File: src/rtl/prog_loader.sv
// Boot-time loader: turns a byte stream into little-endian 32-bit BRAM writes
// for the instruction or data memory, then releases the CPU on a go command.
//
// state    | meaning
// ---------+------------------------------------------------------------
// S_IDLE   | waiting for a command byte ('I', 'D', 'G')
// S_CNT_LO | waiting for the low byte of the segment word count
// S_CNT_HI | waiting for the high byte; zero count returns to idle
// S_DATA   | collecting data bytes, one BRAM write per 4 bytes
// S_DONE   | go received, CPU running; terminal until reset
// S_ERR    | protocol error, CPU held; terminal until reset
module prog_loader #(
    parameter int ADDR_WIDTH = 10,
    parameter int DATA_WIDTH = 32,
    parameter int MAX_WORDS  = 256
) (
    input  logic                  clk,
    input  logic                  rst,
    input  logic                  in_valid,
    input  logic [7:0]            in_data,
    output logic                  in_ready,
    output logic [ADDR_WIDTH-1:0] i_w_addr,
    output logic [DATA_WIDTH-1:0] i_w_dat,
    output logic                  i_w_enb,
    output logic [ADDR_WIDTH-1:0] d_w_addr,
    output logic [DATA_WIDTH-1:0] d_w_dat,
    output logic                  d_w_enb,
    output logic                  cpu_stall,
    output logic                  load_done,
    output logic                  load_err
);

    localparam logic [7:0]  CMD_I   = 8'h49;
    localparam logic [7:0]  CMD_D   = 8'h44;
    localparam logic [7:0]  CMD_G   = 8'h47;
    localparam logic [15:0] MAX_CNT = 16'(MAX_WORDS);

    typedef enum logic [2:0] {
        S_IDLE,
        S_CNT_LO,
        S_CNT_HI,
        S_DATA,
        S_DONE,
        S_ERR
    } state_t;

    state_t                  state;
    state_t                  state_nxt;
    logic                    take;
    logic                    tgt_d;
    logic [7:0]              cnt_lo;
    logic [15:0]             cnt_full;
    logic [15:0]             words_left;
    logic [1:0]              byte_cnt;
    logic [23:0]             acc;
    logic [ADDR_WIDTH-1:0]   word_addr;
    logic [31:0]             word;

    assign take     = in_valid & in_ready;
    assign cnt_full = {in_data, cnt_lo};
    assign word     = {in_data, acc};

    // State register.
    always_ff @(posedge clk or negedge rst) begin
        if (!rst) state <= S_IDLE;
        else      state <= state_nxt;
    end

    // Next-state decode and byte acceptance.
    always_comb begin
        state_nxt = state;
        in_ready  = 1'b0;
        case (state)
            S_IDLE: begin
                in_ready = 1'b1;
                if (take) begin
                    if (in_data == CMD_I || in_data == CMD_D) state_nxt = S_CNT_LO;
                    else if (in_data == CMD_G)                state_nxt = S_DONE;
                    else                                      state_nxt = S_ERR;
                end
            end
            S_CNT_LO: begin
                in_ready = 1'b1;
                if (take) state_nxt = S_CNT_HI;
            end
            S_CNT_HI: begin
                in_ready = 1'b1;
                if (take) begin
                    if (cnt_full == 16'd0)      state_nxt = S_IDLE;
                    else if (cnt_full > MAX_CNT) state_nxt = S_ERR;
                    else                         state_nxt = S_DATA;
                end
            end
            S_DATA: begin
                in_ready = 1'b1;
                if (take && byte_cnt == 2'd3 && words_left == 16'd1) state_nxt = S_IDLE;
            end
            S_DONE:  state_nxt = S_DONE;
            S_ERR:   state_nxt = S_ERR;
            default: state_nxt = S_ERR;
        endcase
    end

    // Word assembly, BRAM write ports and sticky status flags.
    always_ff @(posedge clk or negedge rst) begin
        if (!rst) begin
            tgt_d      <= 1'b0;
            cnt_lo     <= '0;
            words_left <= '0;
            byte_cnt   <= '0;
            acc        <= '0;
            word_addr  <= '0;
            i_w_addr   <= '0;
            i_w_dat    <= '0;
            i_w_enb    <= 1'b0;
            d_w_addr   <= '0;
            d_w_dat    <= '0;
            d_w_enb    <= 1'b0;
            cpu_stall  <= 1'b1;
            load_done  <= 1'b0;
            load_err   <= 1'b0;
        end else begin
            i_w_enb   <= 1'b0;
            d_w_enb   <= 1'b0;
            cpu_stall <= (state_nxt != S_DONE);
            load_done <= (state_nxt == S_DONE);
            load_err  <= (state_nxt == S_ERR);
            if (take) begin
                case (state)
                    S_IDLE:   tgt_d  <= (in_data == CMD_D);
                    S_CNT_LO: cnt_lo <= in_data;
                    S_CNT_HI: begin
                        words_left <= cnt_full;
                        byte_cnt   <= 2'd0;
                        word_addr  <= '0;
                    end
                    S_DATA: begin
                        byte_cnt <= byte_cnt + 2'd1;
                        case (byte_cnt)
                            2'd0: acc[7:0]   <= in_data;
                            2'd1: acc[15:8]  <= in_data;
                            2'd2: acc[23:16] <= in_data;
                            default: begin
                                // Final byte of the word: write it out and step the segment.
                                if (tgt_d) begin
                                    d_w_addr <= word_addr;
                                    d_w_dat  <= DATA_WIDTH'(word);
                                    d_w_enb  <= 1'b1;
                                end else begin
                                    i_w_addr <= word_addr;
                                    i_w_dat  <= DATA_WIDTH'(word);
                                    i_w_enb  <= 1'b1;
                                end
                                word_addr  <= word_addr + ADDR_WIDTH'(4);
                                words_left <= words_left - 16'd1;
                            end
                        endcase
                    end
                    default: ;
                endcase
            end
        end
    end

endmodule

File: config.mk
export PLATFORM = sky130hd
export DESIGN_NAME = prog_loader
export DESIGN_NICKNAME = d
export VERILOG_FILES = /design/src/rtl/prog_loader.sv
export SDC_FILE = /design/constraint.sdc
export NUM_CORES = 1
export LEC_CHECK = 0
export ABC_AREA = 1
export CAP_MARGIN = 20
export CELL_PAD_IN_SITES_DETAIL_PLACEMENT = 0
export CELL_PAD_IN_SITES_GLOBAL_PLACEMENT = 1
export CORE_ASPECT_RATIO = 1.4
export CORE_MARGIN = 2
export CORE_UTILIZATION = 44
export DETAILED_ROUTE_END_ITERATION = 10
export GPL_TIMING_DRIVEN = 0
export PLACE_DENSITY = 0.95
export SYNTH_ARGS = -nofsm -noshare
export SYNTH_HDL_FRONTEND = slang
export SYNTH_SLANG_ARGS = --single-unit
File: constraint.sdc
create_clock -name clk -period 2.83 [get_ports clk]
set_input_delay 0.283 -clock clk [delete_from_list [all_inputs] [get_ports clk]]
set_output_delay 0.283 -clock clk [all_outputs]
set_load 0.005 [all_outputs]
Word-level counts from Yosys, hierarchy flattened
Cells that the tools add are included.

word-level totals
  register bits after elaboration = 153
  bits of input ports = 11
  output and inout bits = 90

operators by class
  add/subtract/negate cells = 3
  $lt $le $gt $ge = 1
  equality and inequality tests = 15
  mux-type cells = 23
  bitwise operators = 3
  reductions and logical operators = 18

operators by type and width
  cell                   count
  $pmux 16 s2            1
  $eq 8x7->1 const B     3
  $mux 3                 7
  $pmux 10 s2            1
  $eq 16x1->1 const B    1
  $gt 16x9->1 const B    1
  $logic_not 16->1       1
  $mux 16                1
  $sub 16x1->16 const B  1
  $pmux 3 s5             1
  $reduce_and 3->1       4
  $add 10x3->10 const B  1
  $mux 1                 10
  $mux 10                1
  $eq 3x3->1 const B     3
  $reduce_and 4->1       2
  $eq 3x2->1 const B     2
  $reduce_and 2->1       3
  $eq 2x2->1 const B     2
  $pmux 2 s2             1
  $reduce_or 4->1        1
  $eq 3x1->1 const B     1
  $logic_not 3->1        1
  $ne 3x3->1 const B     1
  10 further kinds       12

Depth between registers and ports, before layout
Gate-level depths: netlist of run 1.

  depth after elaboration = 9
  gate-level depth with buffers = 10
  mapped depth without buffers = 9

Worst setup path after synthesis of run 1
OpenSTA, ideal clock, no wires.

  path type = reg2reg
  start point = register state[2]
  end point = register i_w_dat[24]
  setup time = 122 ps
  arrival = 1,397 ps
  required time = 2,708 ps
  setup slack = 1,311 ps
  stages on the path, launching flop included = 10
  buffers on the path = 2
  cell sequence = dfrtp_1 -> nor2_4 -> nand2_4 -> nor2_8 -> nand2_4 -> or2_1 -> buf_6 -> buf_6 -> nand2_1 -> o21ai_2

on the way
  cells in the longest elaborated chain, start to end = 5
  elaborated cells on any way between the ends = 8
  classes of those cells = 3 x eq/ne; 1 x mux; 1 x bitwise; 3 x reduce/logical

RTL lines
  what                                      line     source
  start, declared                           47       state_t state;
  start signal, assigned                    66       else state <= state_nxt;
  $eq 3x2->1, or another cell as far along  73, 129
  $reduce_or 4->1 (no line)                 -
  $mux 1                                    73       case (state)
  $and 1x1->1                               59       assign take = in_valid & in_ready;
  $reduce_and 4->1 (no line) *              -
  end signal, assigned                      151      i_w_dat <= DATA_WIDTH'(word);
  end, declared                             23       output logic [DATA_WIDTH-1:0] i_w_dat,

Every way passes the cells marked *; elsewhere a longest branch is shown, timed or not.
A chain may end at the register's enable or synchronous reset.

Worst setup path after layout of run 1
  start point = register state[2]
  end point = register d_w_dat[14]

on the way
  cells in the longest elaborated chain, start to end = 5
  elaborated cells on any way between the ends = 8
  classes of those cells = 3 x eq/ne; 1 x mux; 1 x bitwise; 3 x reduce/logical

RTL lines
  what                                      line     source
  $eq 3x2->1, or another cell as far along  73, 129
  $reduce_or 4->1 (no line)                 -
  $mux 1                                    73
  $and 1x1->1                               59
  $reduce_and 4->1 (no line) *              -
  end signal, assigned                      147      d_w_dat <= DATA_WIDTH'(word);
  end, declared                             26       output logic [DATA_WIDTH-1:0] d_w_dat,

Marked as above.

==> results.json, run 1 <==
{
  "status": "finished clean",
  "die_h_um": 148,
  "holdWs_ns": 0.430,
  "start_util_pct": 44.9,
  "crit_fanout": 10,
  "synth_area_leaders": "dfrtp_1 56%, nand2_1 12%, o21ai_0 6.9%, o21ai_2 5.4%, inv_1 3.9%",
  "ys_async_sr_fraction_pct": 100,
  "synth_cell_type_count": 29,
  "ios": 101,
  "cts.sinks": 147,
  "area_delta_synth_final_pct": 28.5,
  "drtIter0Drc": 306,
  "ir_worst_vdd_v": 0.000366,
  "critPathCaptureType": "flip-flop",
  "fin_crit_ns": 2.04,
  "post_drt_wl_per_cell_um": 15.7,
  "clockBufferDepth": 2,
  "ys_top_cells_by_count": "208 x nand2_1, 146 x dfrtp_1, 90 x o21ai_0",
  "syn_inst": 728,
  "place.gp.congestion": 0.892,
  "post_cts_resized": 0,
  "yosys.area.top_type_share_pct": 56.3,
  "drtAntennaViolNets": 0,
  "synth.most_common_cell": "nand2_1",
  "power_density_nw_per_um2": 541,
  "nets": 866,
  "cts.htree.levels": 4,
  "via_per_inst": 5.11,
  "synth_area_leader_cell": "dfrtp_1",
  "grt_antenna_before_repair": 0,
  "cts_tree": "built",
  "portBuffers": 96,
  "worst_pin_slew_ns": 0.630,
  "drv_slew": 0,
  "grt_pass1_vias": 5238,
  "rsz0062_at_grt": "no",
  "antenna_cells": 0,
  "gr-usage-all-layers_pct": 22.2,
  "fin_area_sq_um": 8340,
  "rr_startpoint": "state[2]",
  "placed_cell_area_sq_um": 7730,
  "post-route-period-util_pct": 72.1,
  "overflow": 0,
  "synth_area_per_cell_sq_um": 8.91,
  "maxCapViolCount": 0,
  "routed_wl_um": 16500,
  "arrival_ns": 2.32,
  "power.leakage_uw": 0.00387,
  "dpl.hpwl_um": 11400,
  "drive_gt1_share_pct": 10.9,
  "cts_inserted_buffers": 17,
  "die_area_sq_um": 15700,
  "crit_required_ns": 3.11,
  "synthFlopType": "dfrtp_1",
  "fin_skew_ns": 0.00860,
  "num_rows": 52,
  "clk_pin_slew_ns": 0.06,
  "drc": 0,
  "synth_edf_count": 0,
  "worstSkewPairLatency_ns": 0.42,
  "root_buffer": "clkbuf_16",
  "max_freq_mhz": 490,
  "coreArea_sq_um": 14400,
  "maxSlewHeadroom_pct": 58.0,
  "netlist_area_sq_um": 6490,
  "r2r_setup_slack_ns": 0.79,
  "seq_area_frac_synth_pct": 56.7,
  "ys_warn_count": 0,
  "grt_first_pass_wirelength_um": 27200,
  "cp-start-kind": "flip-flop",
  "yosys_register_bits": 147,
  "finalHoldViolations": 0,
  "hp-class": "in2async",
  "dr.pass1.iters": 5,
  "grt_max_degree": 86,
  "path_class": "reg2reg",
  "finalSetupViolations": 0,
  "r2r-end": "d_w_dat[14]",
  "dieWidth_um": 107,
  "worstRegToRegCells": 7,
  "vias": 5363
}
cell families after synthesis:
group                      after synthesis  synth area share (%)
xor gates and xnor gates                 1                 0.135
buffers and inverters                  100                  7.10
DFF                                    147                  56.7
AOI/OAI and AO/OA                      149                  14.0
other                                    1                0.0578
adders and majority gates                7                  1.35
and+or+nand+nor                        323                  20.6
cells in the final DEF (no fill, tap or decap), types with 17 or more instances in the layout:
cell	count
clkbuf_16	17
nor2_1	60
o21ai_0	90
nand2_1	208
clkdlybuf4s50_1	95
dfrtp_1	146
clkbuf_1	18
nand3_1	32
o21ai_2	40
inv_1	68
cell type report:
class / instances / area (sq um)
buffer: 31 / 201
clock buffer: 20 / 447
clock inverter: 12 / 155
fill: 1297 / 6110
inverter: 69 / 259
multi-input combinational: 484 / 2360
sequential: 147 / 3680
tap: 189 / 236
timing repair buffer: 98 / 1000
worst max-delay path, stage by stage, from the launching register on:
cell and delay [ns]:
dfrtp_1 0.41, inv_1 0.16, nand2_1 0.15, nor2_1 0.18, nand3_1 0.42, clkbuf_1 0.36, nand2_1 0.12, o21ai_0 0.09
flip-flops by register name, indices dropped and copies added, names as in the netlist:
register,flops
cnt_lo,8
d_w_addr,8
load_done,1
i_w_dat,32
d_w_enb,1
byte_cnt,2
word_addr,8
d_w_dat,32
acc,24
i_w_enb,1
words_left,16
tgt_d,1
cpu_stall,1
load_err,1
state,3
i_w_addr,8
per-stage QoR:
step           power [uW]  instances  setup TNS [ns]  setup WS [ns]  utilization, %
3_5_place_dp         2250       1017               0          0.565            53.5
6_report             4510       1050               0          0.789            57.7
2_1_floorplan        2170        731               0           1.31               -
4_1_cts              4540       1050               0          0.771            57.7
3_3_place_gp         2250       1016         -646.40          -4.42            53.3
5_1_grt              4650       1050               0          0.597            57.7
metal layers:
layer / share of wire, % / track usage, % / wire, um / vias up
met2: 53 / 38.3 / 8740 / 134
met3: 3.5 / 4.32 / 584 / 31
met5: 0 / 0 / 0 / -
li1: - / - / - / 2586
met1: 41 / 27.3 / 6740 / 2612
met4: 2.6 / 8.77 / 426 / 0
how the worst max path moves through the flow:
| stage | startpoint | to | slack (ns) | cells past startpoint |
|---|---|---|---|---|
| after detailed placement | in_valid | d_w_dat[9] | 0.56 | 7 |
| after floorplan | state[2] | i_w_dat[24] | 1.31 | 9 |
| after CTS | state[2] | d_w_dat[14] | 0.77 | 7 |
| final | state[2] | d_w_dat[14] | 0.79 | 7 |
| after global placement | rst | d_w_dat[4] | -4.42 | 1 |
| after global routing | state[2] | d_w_dat[10] | 0.60 | 7 |
power by group:
| group | switching (uW) | leakage (uW) | total [uW] | internal [uW] |
|---|---|---|---|---|
| registers | 1.34 | 0.00197 | 2100 | 2100 |
| logic | 81.1 | 0.00161 | 107 | 26.2 |
| clock network | 884 | 0.000291 | 2300 | 1410 |
| total | 967 | 0.00387 | 4510 | 3540 |
timing repair:
action / 4_1_cts / 5_1_grt
hold endpoints to repair: 62 / 0
hold buffers: 1 / 0
buffers inserted: 0 / 0
Note: power is estimated with default switching activity, not from simulation.
==> run 2: changes to the inputs <==
--- a/config.mk
+++ b/config.mk
@@ -11,10 +11,10 @@
 export CELL_PAD_IN_SITES_GLOBAL_PLACEMENT = 1
 export CORE_ASPECT_RATIO = 1.4
 export CORE_MARGIN = 2
-export CORE_UTILIZATION = 44
+export CORE_UTILIZATION = 41
 export DETAILED_ROUTE_END_ITERATION = 10
 export GPL_TIMING_DRIVEN = 0
-export PLACE_DENSITY = 0.95
+export PLACE_DENSITY = 0.9
 export SYNTH_ARGS = -nofsm -noshare
 export SYNTH_HDL_FRONTEND = slang
 export SYNTH_SLANG_ARGS = --single-unit
==> constraint.sdc (replaced) <==
create_clock -name clk -period 2.05 [get_ports clk]
set_input_delay 0.205 -clock clk [delete_from_list [all_inputs] [get_ports clk]]
set_output_delay 0.205 -clock clk [all_outputs]
set_load 0.005 [all_outputs]
==> results.json, run 2 (synthesis gave the netlist of run 1 again) <==
{
  "grt_pass1_vias": 5010,
  "cp_slowest_cell": "dfrtp_1",
  "cts.htree.levels": 4,
  "hp-class": "in2async",
  "grt_first_pass_wirelength_um": 26600,
  "grt_max_degree": 103,
  "cts.sinks": 147,
  "coreArea_sq_um": 15500,
  "num_rows": 54,
  "ir_worst_vdd_v": 0.000438,
  "maxSlewHeadroom_pct": 63.6,
  "worst-path-buf-inv": 2,
  "reg_top3": "d_w_dat x32, i_w_dat x32, acc x24",
  "layout_common_cells": "208 x nand2_1, 146 x dfrtp_1, 95 x clkdlybuf4s50_1",
  "post_drt_wl_per_cell_um": 15.4,
  "arrival_ns": 2.15,
  "crit_required_ns": 2.33,
  "routed_wl_um": 16200,
  "critPathMostFrequentCell": "nand2_1",
  "die_h_um": 153,
  "drv_slew": 0,
  "antenna_cells": 0,
  "status": "finished clean",
  "rsz0062_at_grt": "no",
  "power_density_nw_per_um2": 718,
  "fin_crit_ns": 1.87,
  "place.gp.congestion": 0.848,
  "worstPathCellList": "inv_1, nand2_1, nor2_1, nand3_2, clkbuf_1, nand2_1, o21ai_0",
  "cpPeakStageDelay_ns": 0.40,
  "critical_path.top_delay_family": "simple AND/OR/NAND/NOR gates",
  "finalSetupTns_ns": 0,
  "dr.pass1.iters": 6,
  "clockBufferDepth": 2,
  "max_freq_mhz": 534,
  "final_common_cell": "nand2_1",
  "post-route-period-util_pct": 91.3,
  "nets": 866,
  "p_sw_share_pct": 21.6,
  "pre_cts_ws_ns": -0.0857,
  "start_util_pct": 41.8,
  "clkPwrFrac_pct": 48.7,
  "clk_pin_slew_ns": 0.06,
  "overflow": 0,
  "cts_inserted_buffers": 17,
  "finalWorstSetupSlack_ns": 0.178,
  "drtAntennaViolNets": 0,
  "cp-start-kind": "flip-flop",
  "root_buffer": "clkbuf_16",
  "r2r-end": "d_w_dat[1]",
  "power.leakage_uw": 0.00384,
  "p_int_uw": 4670,
  "grt_antenna_before_repair": 0,
  "maxCapViolCount": 0,
  "drive_gt1_share_pct": 10.9,
  "worstSkewPairLatency_ns": 0.42,
  "pwr-share-comb_pct": 2.5,
  "portBuffers": 96,
  "finalHoldViolations": 0,
  "die_area_sq_um": 16900,
  "fill_cells": 1480,
  "path_class": "reg2reg",
  "seq_power_share_pct": 48.8,
  "crit_fanout": 10,
  "finalSetupViolations": 0,
  "via_per_inst": 5.05,
  "vias": 5331,
  "dpl.hpwl_um": 11400,
  "worst_pin_slew_ns": 0.545,
  "ios": 101,
  "cts_tree": "built",
  "post_cts_buffers": 0,
  "drtIter0Drc": 426,
  "r2r_setup_slack_ns": 0.18,
  "rr_startpoint": "state[2]",
  "drc": 0,
  "p_switching_uw": 1290,
  "fin_skew_ns": 0.00757,
  "area_delta_synth_final_pct": 27.9,
  "critPathCaptureType": "flip-flop",
  "final_util_pct": 53.4,
  "gr-usage-all-layers_pct": 20.6,
  "worstRegToRegCells": 7,
  "dieWidth_um": 110
}
## run 2: worst max path at each step
stage | endpoint | cells past startpoint | startpoint
5_1_grt | d_w_dat[7] | 7 | byte_cnt[0]
3_5_place_dp | d_w_dat[13] | 7 | in_valid
3_3_place_gp | i_w_dat[0] | 1 | rst
2_1_floorplan | i_w_dat[24] | 9 | state[2]
6_report | d_w_dat[1] | 7 | state[2]
4_1_cts | d_w_dat[1] | 7 | byte_cnt[0]
## run 2: layout make-up
class | instances | area, sq um | area share (%)
clock inverter | 8 | 77.6 | 0.935
multi-input combinational | 484 | 2370 | 28.5
tap | 196 | 245 | 2.95
clock buffer | 23 | 468 | 5.64
timing repair buffer | 98 | 1000 | 12.0
buffer | 31 | 201 | 2.43
sequential | 147 | 3680 | 44.3
inverter | 69 | 259 | 3.12
## run 2: per-stage QoR
stage               instance area (sq um)  cells  total power [uW]  hold WS, ns
floorplan                            6500    731              3000      -0.0906
global placement                     7710   1023              3100        0.464
detailed placement                   7730   1024              3110        0.180
CTS                                  8290   1056              6010        0.304
global route                         8300   1056              6150        0.344
finish                               8300   1056              5960        0.289
## run 2: layer usage
layer  up-vias  wire (um)  global-route usage, %
li1       2583          -                      -
met1      2547       6640                   26.4
met2       162       8290                   33.1
met3        39        739                   4.39
met4         0        581                   9.17
met5         -          0                      0
## run 2: repair_timing
item | in CTS | in global routing
hold endpoints to repair | 45 | 0
hold buffers | 1 | 0
endpoints found under the setup margin | 0 | 42
gates resized for setup | 0 | 3
## run 2: power by group through the flow
| stage | logic (uW) | registers (uW) | clock network (uW) |
|---|---|---|---|
| finish | 149 | 2910 | 2900 |
| global route | 170 | 2900 | 3070 |
| CTS | 154 | 2910 | 2950 |
| detailed placement | 152 | 2960 | 0 |
| global placement | 145 | 2960 | 0 |
| floorplan | 36.6 | 2960 | 0 |
